[src/rtl/pipeline_pkg.sv]
// pipeline_pkg: shared widths, read-format encodings and the L3 format function
package pipeline_pkg;
  localparam int AW_DEF = 8;
  localparam int DW_DEF = 16;
  localparam int RW_DEF = 4;
  localparam int HW = DW_DEF / 2;
  typedef enum logic [1:0] {FN_PASS = 2'd0, FN_LO = 2'd1, FN_HI = 2'd2, FN_SWAP = 2'd3} func_e;
  function automatic logic [DW_DEF-1:0] fmt(input func_e f, input logic [DW_DEF-1:0] d);
    return f == FN_LO   ? {{HW{1'b0}}, d[HW-1:0]} :
           f == FN_HI   ? {{HW{1'b0}}, d[DW_DEF-1:HW]} :
           f == FN_SWAP ? {d[HW-1:0], d[DW_DEF-1:HW]} : d;
  endfunction
endpackage

[src/rtl/mem_1r1w.sv]
// mem_1r1w: 2^AW x DW array, sync read-before-write, read register held while en is low
module mem_1r1w #(
  parameter int AW = 8,
  parameter int DW = 16
) (
  input  logic          clk,
  input  logic          rst,
  input  logic          en,
  input  logic [AW-1:0] raddr,
  output logic [DW-1:0] rdata,
  input  logic          we,
  input  logic [AW-1:0] waddr,
  input  logic [DW-1:0] wdata
);
  logic [DW-1:0] mem [2**AW];
  logic [DW-1:0] rdata_q, rdata_d;
  always_comb rdata_d = en ? mem[raddr] : rdata_q;
  always_ff @(posedge clk) if (we) mem[waddr] <= wdata;
  always_ff @(posedge clk) rdata_q <= rst ? '0 : rdata_d;
  assign rdata = rdata_q;
endmodule

[src/rtl/pipeline_rd_ex2.sv]
// pipeline_rd_ex2: three-stage load pipeline with valid/ready back-pressure over mem_1r1w
module pipeline_rd_ex2 #(
  parameter int AW = pipeline_pkg::AW_DEF,
  parameter int DW = pipeline_pkg::DW_DEF,
  parameter int RW = pipeline_pkg::RW_DEF
) (
  input  logic          clk1,
  input  logic          rst,
  input  logic          wr_en,
  input  logic [AW-1:0] wr_addr,
  input  logic [DW-1:0] wr_data,
  input  logic          req_valid,
  output logic          req_ready,
  input  logic [AW-1:0] req_addr,
  input  logic [RW-1:0] req_rd,
  input  logic [1:0]    req_func,
  output logic          rsp_valid,
  input  logic          rsp_ready,
  output logic [DW-1:0] rsp_data,
  output logic [RW-1:0] rsp_rd,
  output logic [AW-1:0] rsp_addr,
  output logic [15:0]   rsp_count
);
  import pipeline_pkg::*;
  logic          stall;
  logic          v1_q, v1_d, v2_q, v2_d, v3_q, v3_d;
  logic [AW-1:0] a1_q, a1_d, a2_q, a2_d, a3_q, a3_d;
  logic [RW-1:0] rd1_q, rd1_d, rd2_q, rd2_d, rd3_q, rd3_d;
  func_e         f1_q, f1_d, f2_q, f2_d;
  logic [DW-1:0] raw, d3_q, d3_d;
  logic [15:0]   cnt_q, cnt_d;
  assign stall     = v3_q & ~rsp_ready;
  assign req_ready = ~stall;
  always_comb begin
    v1_d  = stall ? v1_q  : req_valid;
    a1_d  = stall ? a1_q  : req_addr;
    rd1_d = stall ? rd1_q : req_rd;
    f1_d  = stall ? f1_q  : func_e'(req_func);
    v2_d  = stall ? v2_q  : v1_q;
    a2_d  = stall ? a2_q  : a1_q;
    rd2_d = stall ? rd2_q : rd1_q;
    f2_d  = stall ? f2_q  : f1_q;
    v3_d  = stall ? v3_q  : v2_q;
    a3_d  = stall ? a3_q  : a2_q;
    rd3_d = stall ? rd3_q : rd2_q;
    d3_d  = stall ? d3_q  : fmt(f2_q, raw);
    cnt_d = cnt_q + 16'(v3_q & rsp_ready);
  end
  always_ff @(posedge clk1) begin
    if (rst) begin
      {v1_q, v2_q, v3_q} <= '0;
      {a1_q, a2_q, a3_q} <= '0;
      {rd1_q, rd2_q, rd3_q} <= '0;
      f1_q  <= FN_PASS;
      f2_q  <= FN_PASS;
      d3_q  <= '0;
      cnt_q <= '0;
    end else begin
      {v1_q, v2_q, v3_q} <= {v1_d, v2_d, v3_d};
      {a1_q, a2_q, a3_q} <= {a1_d, a2_d, a3_d};
      {rd1_q, rd2_q, rd3_q} <= {rd1_d, rd2_d, rd3_d};
      f1_q  <= f1_d;
      f2_q  <= f2_d;
      d3_q  <= d3_d;
      cnt_q <= cnt_d;
    end
  end
  mem_1r1w #(.AW(AW), .DW(DW)) u_mem (
    .clk(clk1), .rst(rst), .en(~stall), .raddr(a1_q), .rdata(raw),
    .we(wr_en), .waddr(wr_addr), .wdata(wr_data)
  );
  assign rsp_valid = v3_q;
  assign rsp_data  = d3_q;
  assign rsp_rd    = rd3_q;
  assign rsp_addr  = a3_q;
  assign rsp_count = cnt_q;
endmodule

[config.mk]
export PLATFORM = sky130hd
export DESIGN_NAME = pipeline_rd_ex2
export DESIGN_NICKNAME = d
export VERILOG_FILES = /design/src/rtl/pipeline_pkg.sv /design/src/rtl/mem_1r1w.sv /design/src/rtl/pipeline_rd_ex2.sv
export SDC_FILE = /design/constraint.sdc
export NUM_CORES = 2
export LEC_CHECK = 0
export ABC_AREA = 0
export CAP_MARGIN = 20
export CORE_MARGIN = 2
export CORE_UTILIZATION = 46
export DETAILED_ROUTE_END_ITERATION = 8
export PLACE_DENSITY = 0.67
export SLEW_MARGIN = 20
export SYNTH_ARGS = -nofsm -noshare
export SYNTH_HDL_FRONTEND = slang
export SYNTH_SLANG_ARGS = --single-unit
[constraint.sdc]
create_clock -name clk1 -period 2.77 [get_ports clk1]
set_input_delay 0.277 -clock clk1 [delete_from_list [all_inputs] [get_ports clk1]]
set_output_delay 0.277 -clock clk1 [all_outputs]
set_load 0.01 [all_outputs]
==> results.toml <==
[status]
status = "complete, but fails checks"
violations = "negative setup slack"

[cells_and_area]
final_cell_mix = "4,096 x edfxtp_1, 824 x buf_4, 704 x mux4_2, 596 x mux2i_1, 422 x clkbuf_16"
final_cell_area_sq_um = 195500
final_common_cell = "edfxtp_1"
drive_gt1_frac = 0.3015
fin_cells = 14310
syn_to_final_growth_pct = 21.12
fin_nets = 9399

[synth]
synthFlopType = "edfxtp_1"
synth_area_sq_um = 161400
async_flop_share = 0
ys_warn_count = 0
yosysUniqueCellTypes = 52
synth_edf_count = 4096
syn_inst = 8045
synth_nets = 8090
ys_ff_latch = 4187
syn_area_per_cell_sq_um = 20.06
yosysSeqAreaShare = 0.7733

[global_routing]
grt_pass1_vias = 85700
grt_max_degree = 122
grt_util_all_layers = 0.2474
grt_pass1_wl_um = 633000
antenna_found_initial = 19
grt_overflow = 0

[timing]
worst_pin_slew_ps = 1232
tns_ps = -2168
fin_crit_sh = 1.066
post-route-min-period_ps = 2953
skew_ps = 67.80
fmax_mhz = 338.6
rsz0062_at_grt = "yes"
finalHoldViolCount = 0
max-slew-margin-rel = 0.1785
finalSetupViolations = 16
fin_hold_ws_ps = 98.36
drv_slew = 0
fin_ws_ps = -183.2

[worst_setup_path]
crit_required_ps = 3620
cp_max_fo = 6
arrival_ps = 3800
crit_path_end_kind = "register"
cp_cell_sequence = "buf_12, buf_12, buf_12, buf_12, mux4_2, a22oi_2, buf_6, nand2_4, a21oi_2, buf_4, nor2_2, nor3_4, buf_6, nor4_2"
cp-start-kind = "register"
crit_type = "reg -> reg"
slowest_delay_ps = 510
slowest_stage = "mux4_2"
path_delay_family = "buffers and inverters"
cp_num_buf_inv = 7
cpMostUsedCell = "buf_12"

[clocking]
htreeDepth = 5
worstSkewPairLatency_ps = 970
cts_tree = "done"
clockBufferDepth = 4
clock-sinks = 4187
clk_pin_slew_worst_paths_ps = 60
clockRootBuffer = "clkbuf_16"
cts_buffers = 411

[placement]
postPlaceCellArea_sq_um = 179200
io_buffers = 88
hpwlAfterDp_um = 280500
dp.cells = 13410
place.gp.congestion = 0.9681

[floorplanning]
dieArea_sq_um = 355700
die_h_um = 596.4
row_count = 217
die_width_um = 596.4
ioPinCount = 89
core-area_sq_um = 349400
initial_core_util = 0.4619

[power_and_ir_drop]
pwr_density_cell_nw_per_um2 = 677.0
leakage_nw = 61.95
fin_total_pwr_w = 0.1324
ir_drop_mv = 0.5752

[routing]
routedWlPerCell_um = 31.44
initialDrtViolationCount = 11810
via_count = 87680
drc = 0
drtPass1Iterations = 8
viasPerCell = 6.127
finalWirelength_um = 449900
drtAntennaViolNets = 0

[hold_path]
min_path_type = "in -> reg"

[job]
drv_cap = 0
[worst min-delay path: cells and delay by family]
kind / cells / cell delay, ps
buf+inv: 2 / 590
simple gates: 1 / 70
compound gates: 1 / 70
[path summary, 6_finish.rpt]
kind	end	from	slack, ps	cells after the start
worst max register to register	u_mem.rdata[3]$_SDFFE_PP0N_	a1_q[0]$_SDFFE_PP0N_	-180	14
worst max-delay path	u_mem.rdata[3]$_SDFFE_PP0N_	a1_q[0]$_SDFFE_PP0N_	-180	14
worst min register to register	a2_q[4]$_SDFFE_PP0N_	a2_q[4]$_SDFFE_PP0N_	450	2
worst min-delay path	a1_q[2]$_SDFFE_PP0N_	req_addr[2]	100	4
[power by group]
group	internal [W]	leakage (nW)	switching (W)	total [W]
combinational	0.00351	18.1	0.00518	0.00869
sequential	0.0697	37.6	0.000212	0.0699
clock	0.0300	6.28	0.0238	0.0538
total	0.103	62.0	0.0291	0.132
[per-layer routing]
layer / global-route usage / up-vias / part of all wire
met5: 0 / - / 0.00016
met3: 0.04258 / 695 / 0.096
li1: - / 36110 / -
met4: 0.08326 / 12 / 0.037
met1: 0.3446 / 46110 / 0.39
met2: 0.3977 / 4754 / 0.48
[metrics by stage]
stage / util / worst slack (ps)
after floorplan: - / 328.3
after global placement: 0.5127 / -1309
after detailed placement: 0.5127 / -1187
after CTS: 0.5563 / -154.0
after global routing: 0.5595 / -237.8
final: 0.5595 / -183.2
[sequential cells by signal, indices dropped and copies added (netlist names)]
signal	cells
rd2_q	4
rd1_q	4
a2_q	8
rsp_rd	4
rsp_count	16
rsp_valid	1
rsp_data	16
a1_q	8
f1_q	2
v2_q	1
u_mem.rdata	16
rsp_addr	8
u_mem.mem	4096
f2_q	2
v1_q	1
[cell usage after synthesis, types with 2 or more instances]
| master | n | area [sq um] |
|---|---|---|
| mux4_2 | 704 | 15860 |
| edfxtp_1 | 4096 | 123000 |
| a211oi_1 | 24 | 180.2 |
| a22oi_1 | 160 | 1201 |
| buf_12 | 12 | 240.2 |
| xnor2_1 | 2 | 17.52 |
| buf_2 | 100 | 500.5 |
| o21ai_1 | 31 | 155.2 |
| mux2_2 | 64 | 720.7 |
| o22ai_1 | 202 | 1264 |
| and2_1 | 7 | 43.79 |
| o221ai_1 | 112 | 980.9 |
| buf_6 | 42 | 473.0 |
| nor3_1 | 73 | 365.4 |
| nor3b_1 | 32 | 240.2 |
| o21ai_0 | 134 | 670.6 |
| o22a_1 | 16 | 140.1 |
| inv_1 | 3 | 11.26 |
| a2111oi_0 | 13 | 113.9 |
| o32ai_1 | 32 | 280.3 |
| and4_1 | 2 | 17.52 |
| o22ai_2 | 2 | 25.02 |
| buf_1 | 42 | 157.7 |
| nor4b_1 | 2 | 17.52 |
| nor2_1 | 383 | 1438 |
| nor4_2 | 13 | 162.7 |
| buf_8 | 5 | 75.07 |
| nand3_1 | 66 | 330.3 |
| buf_4 | 51 | 382.9 |
| or3_1 | 37 | 231.5 |
| and3_1 | 3 | 18.77 |
| o2111ai_1 | 48 | 420.4 |
| nand4_1 | 48 | 300.3 |
| nor2b_1 | 20 | 125.1 |
| xor2_1 | 7 | 61.31 |
| nand2_1 | 206 | 773.2 |
| a221oi_1 | 8 | 70.07 |
| ha_1 | 2 | 25.02 |
| clkbuf_1 | 246 | 923.4 |
| dfxtp_1 | 91 | 1822 |
| nand2b_1 | 3 | 18.77 |
| mux2i_1 | 600 | 6006 |
| nor4_1 | 22 | 137.6 |
| a21oi_1 | 271 | 1356 |
[repair_timing]
item                                    in CTS  in global routing
buffers inserted                            44                 42
endpoints found under the setup margin      17                 16
hold endpoints to repair                  1299                  0
gates cloned                                13                  6
hold buffers                                31                  0
resized for setup                          255                143
pin swaps                                   41                 55
[logic make-up (layout without fill, tap and decap cells)]
kind of cell | after synthesis | after routing | synth area share
DFF | 4187 | 4187 | 0.7733
adders and majority gates | 2 | 2 | 0.0001550
other | 0 | 5 | 0
muxes | 1368 | 1368 | 0.1399
xor gates and xnor gates | 9 | 9 | 0.0004884
and+or+nand+nor | 922 | 922 | 0.02639
buffers and inverters | 502 | 2163 | 0.01715
AOI/OAI and AO/OA | 1055 | 1055 | 0.04263
[final cells by class]
| cell class | count | area, sq um |
|---|---|---|
| fillers | 25390 | 153900 |
| repair buffers | 1394 | 16490 |
| flip-flops and latches | 4187 | 124800 |
| multi-input cells | 3356 | 35450 |
| clock buffers | 515 | 10860 |
| clock inverters | 250 | 2083 |
| well taps | 4599 | 5754 |
| inverters | 4 | 20.02 |
| diodes | 5 | 12.51 |
Power figures use the tool's default switching activity.
